$ cat src/rtl/pkt_write_arbiter_if.sv
// Bundle of ingress request/data lanes, SRAM free-space report and the
// arbitrated write stream. The arbiter sits on the slave side.
interface pkt_write_arbiter_if;
    logic [15:0]  port_req;
    logic [111:0] port_pages;
    logic [63:0]  port_dest;
    logic [15:0]  port_vld;
    logic [255:0] port_data;
    logic [15:0]  port_eop;
    logic [10:0]  free_space;

    logic [15:0]  grant;
    logic         xfer_data_vld;
    logic [15:0]  xfer_data;
    logic         end_of_packet;
    logic [3:0]   cur_dest_port;
    logic [10:0]  cur_length;
    logic         truncated;

    modport master (
        output port_req, port_pages, port_dest, port_vld, port_data, port_eop, free_space,
        input  grant, xfer_data_vld, xfer_data, end_of_packet, cur_dest_port, cur_length, truncated
    );

    modport slave (
        input  port_req, port_pages, port_dest, port_vld, port_data, port_eop, free_space,
        output grant, xfer_data_vld, xfer_data, end_of_packet, cur_dest_port, cur_length, truncated
    );
endinterface

$ cat src/rtl/pkt_write_arbiter.sv
// Round-robin arbiter granting one ingress port at a time to the SRAM write
// side, forwarding its words and force-terminating packets that overrun.
//   state | meaning
//   IDLE  | search for an eligible requester starting at rr_ptr
//   XFER  | forward granted port's words, count against pages*8
//   GAP   | IDLE_GAP quiet cycles after end_of_packet
module pkt_write_arbiter #(
    parameter int IDLE_GAP = 2
) (
    input  logic               clk,
    input  logic               rst,
    pkt_write_arbiter_if.slave bus
);
    localparam int GW = (IDLE_GAP < 2) ? 1 : $clog2(IDLE_GAP + 1);
    localparam logic [GW-1:0] GAP_LOAD = GW'(IDLE_GAP);

    typedef enum logic [1:0] {IDLE, XFER, GAP} state_t;

    state_t        state;
    logic [3:0]    rr_ptr;
    logic [3:0]    gnt_idx;
    logic [9:0]    word_cnt;
    logic [9:0]    limit_q;
    logic [GW-1:0] gap_cnt;

    logic [15:0]   eligible;
    logic          found;
    logic [3:0]    sel;
    logic [3:0]    idx;
    logic          g_vld;
    logic          g_eop;
    logic [15:0]   g_data;
    logic [9:0]    cnt_next;

    always_comb begin
        eligible = '0;
        for (int i = 0; i < 16; i++) begin
            eligible[i] = bus.port_req[i]
                        && (bus.port_pages[7*i +: 7] != 7'd0)
                        && ({4'b0000, bus.port_pages[7*i +: 7]} <= bus.free_space);
        end
    end

    // 4-bit index arithmetic gives the modulo-16 wrap for free.
    always_comb begin
        found = 1'b0;
        sel   = rr_ptr;
        idx   = rr_ptr;
        for (int k = 0; k < 16; k++) begin
            idx = rr_ptr + 4'(k);
            if (!found && eligible[idx]) begin
                found = 1'b1;
                sel   = idx;
            end
        end
    end

    assign g_vld    = bus.port_vld[gnt_idx];
    assign g_eop    = bus.port_eop[gnt_idx];
    assign g_data   = bus.port_data[16*gnt_idx +: 16];
    assign cnt_next = word_cnt + 10'd1;

    always_ff @(posedge clk) begin
        if (rst) begin
            state             <= IDLE;
            rr_ptr            <= '0;
            gnt_idx           <= '0;
            word_cnt          <= '0;
            limit_q           <= '0;
            gap_cnt           <= '0;
            bus.grant         <= '0;
            bus.xfer_data_vld <= 1'b0;
            bus.xfer_data     <= '0;
            bus.end_of_packet <= 1'b0;
            bus.truncated     <= 1'b0;
            bus.cur_dest_port <= '0;
            bus.cur_length    <= '0;
        end else begin
            bus.xfer_data_vld <= 1'b0;
            bus.xfer_data     <= '0;
            bus.end_of_packet <= 1'b0;
            bus.truncated     <= 1'b0;
            case (state)
                IDLE: begin
                    if (found) begin
                        bus.grant         <= 16'd1 << sel;
                        bus.cur_dest_port <= bus.port_dest[4*sel +: 4];
                        bus.cur_length    <= {4'b0000, bus.port_pages[7*sel +: 7]};
                        limit_q           <= {bus.port_pages[7*sel +: 7], 3'b000};
                        gnt_idx           <= sel;
                        rr_ptr            <= sel + 4'd1;
                        word_cnt          <= '0;
                        state             <= XFER;
                    end
                end
                XFER: begin
                    if (g_vld) begin
                        bus.xfer_data_vld <= 1'b1;
                        bus.xfer_data     <= g_data;
                        word_cnt          <= cnt_next;
                        // Limit hit without eop means the source overran its page budget.
                        if (g_eop || (cnt_next == limit_q)) begin
                            bus.end_of_packet <= 1'b1;
                            bus.truncated     <= !g_eop;
                            bus.grant         <= '0;
                            gap_cnt           <= GAP_LOAD;
                            state             <= GAP;
                        end
                    end
                end
                GAP: begin
                    if (gap_cnt == '0) begin
                        state <= IDLE;
                    end else begin
                        gap_cnt <= gap_cnt - 1'b1;
                    end
                end
                default: state <= IDLE;
            endcase
        end
    end
endmodule

$ cat src/flat_wrapper.sv
// flat-port wrapper written by rule: the top's interface ports become plain ports
module pkt_write_arbiter_flat 
#(
    parameter int IDLE_GAP = 2
)
  (clk, rst, bus_port_req, bus_port_pages, bus_port_dest, bus_port_vld, bus_port_data, bus_port_eop, bus_free_space, bus_grant, bus_xfer_data_vld, bus_xfer_data, bus_end_of_packet, bus_cur_dest_port, bus_cur_length, bus_truncated);
  pkt_write_arbiter_if bus_i ();
  input  logic clk;
  input  logic rst;
  input wire logic [$bits(bus_i.port_req)-1:0] bus_port_req;
  input wire logic [$bits(bus_i.port_pages)-1:0] bus_port_pages;
  input wire logic [$bits(bus_i.port_dest)-1:0] bus_port_dest;
  input wire logic [$bits(bus_i.port_vld)-1:0] bus_port_vld;
  input wire logic [$bits(bus_i.port_data)-1:0] bus_port_data;
  input wire logic [$bits(bus_i.port_eop)-1:0] bus_port_eop;
  input wire logic [$bits(bus_i.free_space)-1:0] bus_free_space;
  output wire logic [$bits(bus_i.grant)-1:0] bus_grant;
  output wire logic [$bits(bus_i.xfer_data_vld)-1:0] bus_xfer_data_vld;
  output wire logic [$bits(bus_i.xfer_data)-1:0] bus_xfer_data;
  output wire logic [$bits(bus_i.end_of_packet)-1:0] bus_end_of_packet;
  output wire logic [$bits(bus_i.cur_dest_port)-1:0] bus_cur_dest_port;
  output wire logic [$bits(bus_i.cur_length)-1:0] bus_cur_length;
  output wire logic [$bits(bus_i.truncated)-1:0] bus_truncated;
  assign bus_i.port_req = bus_port_req;
  assign bus_i.port_pages = bus_port_pages;
  assign bus_i.port_dest = bus_port_dest;
  assign bus_i.port_vld = bus_port_vld;
  assign bus_i.port_data = bus_port_data;
  assign bus_i.port_eop = bus_port_eop;
  assign bus_i.free_space = bus_free_space;
  assign bus_grant = bus_i.grant;
  assign bus_xfer_data_vld = bus_i.xfer_data_vld;
  assign bus_xfer_data = bus_i.xfer_data;
  assign bus_end_of_packet = bus_i.end_of_packet;
  assign bus_cur_dest_port = bus_i.cur_dest_port;
  assign bus_cur_length = bus_i.cur_length;
  assign bus_truncated = bus_i.truncated;
  pkt_write_arbiter #(.IDLE_GAP(IDLE_GAP)) u_core (.clk(clk), .rst(rst), .bus(bus_i));
endmodule
$ cat config.mk
export PLATFORM = sky130hd
export DESIGN_NAME = pkt_write_arbiter_flat
export DESIGN_NICKNAME = d
export VERILOG_FILES = /design/src/rtl/pkt_write_arbiter_if.sv /design/src/rtl/pkt_write_arbiter.sv /design/src/flat_wrapper.sv
export SDC_FILE = /design/constraint.sdc
export NUM_CORES = 1
export LEC_CHECK = 0
export ABC_AREA = 1
export CAP_MARGIN = 20
export CORE_AREA = 3 3 211 213
export CTS_CLUSTER_SIZE = 40
export DETAILED_ROUTE_END_ITERATION = 10
export DIE_AREA = 0 0 214 216
export HOLD_SLACK_MARGIN = 0.15
export SYNTH_ARGS = -nofsm -noshare
export SYNTH_HDL_FRONTEND = slang
export SYNTH_SLANG_ARGS = --single-unit
$ cat constraint.sdc
create_clock -name clk -period 8.9 [get_ports clk]
set_clock_uncertainty 0.15 [all_clocks]
set_input_delay 1.78 -clock clk [delete_from_list [all_inputs] [get_ports clk]]
set_output_delay 1.78 -clock clk [all_outputs]
set_load 0.1 [all_outputs]
==> impl_metrics.tcl, run 1 <==
set metrics [dict create \
    vias_per_cell 5.11 \
    netlist.top_cell.by_area "nand2_1" \
    drtAntennaViolNets 0 \
    post_synth_top_flop "dfxtp_1" \
    critical_path.slowest_cell "clkdlybuf4s50_1" \
    synth_top_cells_by_count "nand2_1, nand3_1, inv_1" \
    synth_edf_count 0 \
    ys_top_cells_by_area "nand2_1, ha_1, dfxtp_1, nand3_1, a21oi_1" \
    hold_path.startpoint "u_core.bus.grant[4]" \
    worst_setup_path_category "primary input to flip-flop" \
    status "finished, final reports clean" \
    ctsRootBufferMaster "clkbuf_16" \
    totalNegativeSetupSlack_ns 0 \
    drt_pass1_iterations 6 \
    tritoncts "built" \
    ctsResizeCount 0 \
    grt_util_all_layers_pct 25.8 \
    cts_htree_levels 3 \
    fp.dieArea_um2 46200 \
    drv.max_cap_violation_count 0 \
    synth.yosys.warnings 0 \
    fmax_mhz 134 \
    antenna_found_initial 10 \
    synth.yosys.seq_area_share_pct 10.7 \
    num_vias 16820 \
    post-route-worst-setup-slack_ns 1.41 \
    grt_overflow_total 0 \
    fin_total_pwr_mw 7.21 \
    hold_buffers 0 \
    global_route_wire_length_before_repair_um 94300 \
    finalNetCount 3316 \
    post-place-ws_ns 1.12 \
    first_global_vias 15881 \
    worstReg2RegStart "u_core.rr_ptr[0]" \
    cp-start-kind "primary input" \
    final-max-slew-violation-count 0 \
    p_per_area_nw_per_um2 384 \
    critical_path_arrival_ns 7.62 \
    numCtsBuffers 9 \
    postSynth.asyncResetShare_pct 0 \
    cp.required_ns 9.03 \
    syn_avg_cell_area_um2 5.66 \
    path_common_cell "nand2_1" \
    postRouteWirelength_um 62800 \
    static-leakage-power_nw 8.64 \
    tritoncts_num_sinks 68 \
    synthesis.area_um2 12700 \
    cpLargestDelayFamily "simple AND/OR/NAND/NOR gates" \
    rows 76 \
    critPathMaxStageDelay_ns 0.96 \
    initial_standard_cell_utilization_of_the_core_pct 29.7 \
    layout.cell_area.non_filler_um2 18800 \
    port_buffers 538 \
    synthDistinctLibCells 52 \
    crit_buf_inv 4 \
    finalWorstPathRequiredPeriod_ns 7.49 \
    slew_headroom_pct 27.4 \
    timing.hold.worst.class "flip-flop to flip-flop" \
    worstMarginPinSlew_ns 1.08 \
    cts-root-to-sink-buffers 2 \
    postSynthCellCount 2251 \
    finalSetupViolations 0 \
    hold_path_end "u_core.bus.grant[4]" \
    count_of_state_elements_after_synthesis 68 \
    placed_cell_area_um2 18400 \
    timing.final.crit_share_pct 84.1 \
    hold_viol 0 \
    cts.reportedPaths.clkPinSlew_ns 0.06 \
    fp.dieH_um 216 \
    ir_worst_vdd_v 0.000393 \
    pin_count 543 \
    area_growth_pct 47.4 \
    route.detailed.wl_per_inst_um 19.1 \
    dieWidth_um 214 \
    drive_gt1_share_pct 2.89 \
    drt_iter0_markers 1247 \
    timing.critical_path.to_type "flip-flop" \
    largest_net_degree_at_the_start_of_global_routing 95 \
    regToRegSetupSlack_ns 2.73 \
    hold_path_depth 2 \
    setup_fix_bufs_post_cts 0 \
    place.detailed.hpwl_um 50500 \
    worst-r2r-cell-count 29 \
    gpl.final_weighted_congestion 0.974 \
    design.core.area_um2 42900 \
    synth.most_common_cell "nand2_1" \
    grt_setup_unrepaired "false" \
    crit-reg2reg-capture "u_core.bus.cur_length[1]" \
    synth_top_area_share_pct 21.2 \
    clock_insertion_delay_worst_skew_ns 0.33 \
    crit_path_max_fanout 25 \
    drc_errors 0 \
]
[worst register-to-register path, delay by kind of cell (launching register included)]
kind,cells,cell delay [ns]
simple gates,21,2.50
compound gates,1,0.72
buf+inv,6,1.78
flops,1,0.31
fa+ha+maj,1,0.65
[where the power goes]
part / internal [mW] / switching [mW]
sequential: 0.388 / 0.106
clock: 0.253 / 0.136
combinational: 1.83 / 4.50
total: 2.47 / 4.74
[through the flow]
| stage | std cells | util (%) | hold WS, ns |
|---|---|---|---|
| 6_report | 3292 | 43.8 | 0.320 |
| 5_1_grt | 3290 | 43.8 | 0.357 |
| 4_1_cts | 3286 | 43.8 | 0.322 |
| 3_5_place_dp | 3270 | 43.0 | 0.312 |
| 3_3_place_gp | 3270 | 43.0 | 0.310 |
| 2_1_floorplan | 2254 | - | 0.303 |
[cells in the final DEF, fill, tap and decap left out, types with 5 or more instances in the layout]
| cell | count |
|---|---|
| a21o_1 | 10 |
| buf_4 | 14 |
| a21oi_1 | 167 |
| inv_2 | 7 |
| nand4_1 | 15 |
| a31oi_1 | 8 |
| inv_1 | 220 |
| nand2_2 | 7 |
| o21a_1 | 5 |
| xnor2_1 | 7 |
| a211oi_1 | 24 |
| a21oi_2 | 7 |
| nand3_1 | 270 |
| clkdlybuf4s50_1 | 538 |
| nor3_1 | 14 |
| and2_0 | 5 |
| nand3b_1 | 16 |
| ha_1 | 127 |
| clkbuf_16 | 9 |
| o211ai_1 | 54 |
| nor2_1 | 135 |
| xor2_1 | 5 |
| o21ai_0 | 129 |
| mux2i_1 | 67 |
| dfxtp_1 | 65 |
| diode_2 | 6 |
| nand2_1 | 720 |
[flip-flops by register name (all words and copies together) (netlist names)]
name / count
u_core.bus.xfer_data_vld: 1
u_core.state: 2
u_core.rr_ptr: 4
u_core.bus.xfer_data: 16
u_core.bus.grant: 16
u_core.word_cnt: 10
u_core.bus.truncated: 1
u_core.gap_cnt: 2
u_core.bus.cur_dest_port: 4
u_core.bus.end_of_packet: 1
u_core.gnt_idx: 4
u_core.bus.cur_length: 7
[cell type report]
class / instances / area, um^2
tap: 585 / 732
multi-input combinational: 1833 / 9950
antenna: 6 / 15.0
inverter: 230 / 863
timing repair buffer: 554 / 5530
clock inverter: 6 / 87.6
fill: 4563 / 24100
clock buffer: 10 / 239
sequential: 68 / 1370
[kinds of logic (layout without fill, tap and decap cells)]
kind of cell | count (synthesis) | count (layout) | share of synthesized area (%)
compound gates | 415 | 415 | 18.7
xor+xnor | 12 | 12 | 0.825
fa+ha+maj | 127 | 127 | 12.5
buf+inv | 353 | 800 | 11.3
flops | 68 | 68 | 10.7
mux | 69 | 69 | 5.44
other cells | 1 | 10 | 0.0294
simple gates | 1206 | 1206 | 40.5
[worst max-delay path by stage]
stage                 startpoint                     endpoint  cells after the start
2_1_floorplan  bus_free_space[6]             u_core.rr_ptr[2]                     28
3_3_place_gp   bus_free_space[0]  u_core.bus.cur_dest_port[2]                     32
3_5_place_dp   bus_free_space[0]  u_core.bus.cur_dest_port[2]                     33
4_1_cts        bus_free_space[0]  u_core.bus.cur_dest_port[2]                     33
5_1_grt        bus_free_space[0]          u_core.bus.grant[7]                     27
6_report       bus_free_space[0]     u_core.bus.cur_length[1]                     33
[layer usage]
| metal | global-route usage (%) | share of wire (%) |
|---|---|---|
| met5 | 0 | 0.035 |
| met1 | 34.0 | 43 |
| met3 | 3.20 | 6.5 |
| met2 | 44.2 | 48 |
| met4 | 7.43 | 2.4 |
Power figures use the tool's default switching activity.
==> run 2: changes to the inputs <==
clock period = 7.6 ns   (was 8.9 ns; I/O delays follow)
==> run 2 against run 1 <==
Clock power increased by 12%. Design area up 0.59%. Critical endpoint is now u_core.bus.cur_dest_port[3]. Count of clock-buffer cells in the layout down 1. Critical path type unchanged. First-iteration DRC count is 17% higher. Wire length grew 1.7%.
==> impl_metrics.tcl, run 2 (same netlist as run 1, synthesis figures left out) <==
set metrics [dict create \
    ctsRootBufferMaster "clkbuf_16" \
    placed_cell_area_um2 18600 \
    critical_path_arrival_ns 6.84 \
    largest_net_degree_at_the_start_of_global_routing 85 \
    final-max-slew-violation-count 0 \
    fmax_mhz 148 \
    drt_pass1_iterations 5 \
    antenna_found_initial 7 \
    area_growth_pct 48.2 \
    hold_buffers 0 \
    static-leakage-power_nw 8.71 \
    grt_setup_unrepaired "false" \
    postRouteWirelength_um 63900 \
    placed_cells 3286 \
    drt_iter0_markers 1461 \
    fin_total_pwr_mw 8.48 \
    critPathMaxStageDelay_ns 0.61 \
    cp-start-kind "primary input" \
    layout.cell_area.non_filler_um2 18900 \
    fp.dieH_um 216 \
    grt_overflow_total 0 \
    top_regs "u_core.bus.grant x16, u_core.bus.xfer_data x16, u_core.word_cnt x10" \
    timing.critical_path.to_type "flip-flop" \
    slew_headroom_pct 23.6 \
    cts_htree_levels 3 \
    numCtsBuffers 9 \
    vias_per_cell 5.13 \
    fp.dieArea_um2 46200 \
    route.detailed.wl_per_inst_um 19.3 \
    cts.reportedPaths.clkPinSlew_ns 0.07 \
    status "finished, final reports clean" \
    drive_gt1_share_pct 3.46 \
    ctsResizeCount 0 \
    port_buffers 538 \
    ir_worst_vdd_v 0.000619 \
    finalSetupViolations 0 \
    dieWidth_um 214 \
    cpLargestDelayFamily "simple AND/OR/NAND/NOR gates" \
    setup_fix_bufs_post_cts 0 \
    place.detailed.hpwl_um 51200 \
    cts-root-to-sink-buffers 2 \
    grt_util_all_layers_pct 26.2 \
    drtAntennaViolNets 0 \
    finalNetCount 3332 \
    global_route_wire_length_before_repair_um 96200 \
    tritoncts_num_sinks 68 \
    worst_setup_path_category "primary input to flip-flop" \
    design.core.area_um2 42900 \
    critical_path.slowest_cell "inv_1" \
    layout.cells.most_common_list "nand2_1, clkdlybuf4s50_1, nand3_1, inv_1, a21oi_1" \
    initial_standard_cell_utilization_of_the_core_pct 29.7 \
    gpl.final_weighted_congestion 0.984 \
    hold_viol 0 \
    first_global_vias 16181 \
    drc_errors 0 \
    finalWorstPathRequiredPeriod_ns 6.76 \
    final_cells 3307 \
    rows 76 \
    crit_buf_inv 4 \
    p_per_area_nw_per_um2 449 \
    timing.final.crit_share_pct 89.0 \
    cp.required_ns 7.68 \
    path_common_cell "nand2_1" \
    pin_count 543 \
    crit_path_max_fanout 84 \
    timing.hold.worst.class "flip-flop to flip-flop" \
    totalNegativeSetupSlack_ns 0 \
    worstMarginPinSlew_ns 1.14 \
    num_vias 16960 \
    layout_commonest_cell "nand2_1" \
    tritoncts "built" \
    clock_insertion_delay_worst_skew_ns 0.33 \
    drv.max_cap_violation_count 0 \
]
-- run 2: cell types whose count changed in the layout (fill, tap and decap cells not counted), sizes merged --
cell,before,now
buf,16,32
inv,227,231
clkinv,7,4
bufinv,2,1
clkbuf,10,9
clkinvlp,0,1
diode,6,5
-- run 2: worst register-to-register path: cells and delay by family, from the launching register on --
kind                     cells  cell delay, ns
adder cells (fa/ha/maj)      1            0.56
flip-flops                   1            0.79
buffers and inverters        4            1.05
AND/OR/NAND/NOR             21            2.75
-- run 2: per-layer routing --
metal	share of wire (%)	GRT usage, %	up-vias
met3	6.5	3.25	102
met5	0.020	0	-
met4	3.1	8.62	2
met1	44	35.0	7782
met2	47	43.9	682
li1	-	-	8392
-- run 2: worst paths after layout --
kind,from,endpoint,slack (ns),depth (start not counted)
worst min-delay path,u_core.bus.grant[10],u_core.bus.grant[10],0.32,2
worst min register to register,u_core.bus.grant[10],u_core.bus.grant[10],0.32,2
worst max-delay path,bus_free_space[2],u_core.bus.cur_dest_port[3],0.84,32
worst max register to register,u_core.rr_ptr[2],u_core.bus.cur_dest_port[3],2.20,26
-- run 2: final cells by class --
| type | instances | area, um^2 |
|---|---|---|
| timing repair buffer | 570 | 5660 |
| clock buffer | 9 | 225 |
| sequential | 68 | 1370 |
| fill | 4556 | 24000 |
| inverter | 230 | 863 |
| antenna | 5 | 12.5 |
| tap | 585 | 732 |
| multi-input combinational | 1833 | 9950 |
| clock inverter | 7 | 81.3 |
-- run 2: power breakdown --
group / switching, mW / leakage, nW / total, mW / internal [mW]
Combinational: 5.23 / 8.01 / 7.49 / 2.26
Sequential: 0.105 / 0.555 / 0.559 / 0.454
Clock: 0.176 / 0.147 / 0.435 / 0.259
-- run 2: stage by stage --
step,hold slack (ns),worst slack (ns),util [%]
after floorplan,0.303,2.11,-
after global placement,0.308,0.608,43.3
after detailed placement,0.312,0.528,43.3
after CTS,0.323,0.890,44.0
after global routing,0.336,0.417,44.0
final,0.320,0.837,44.1
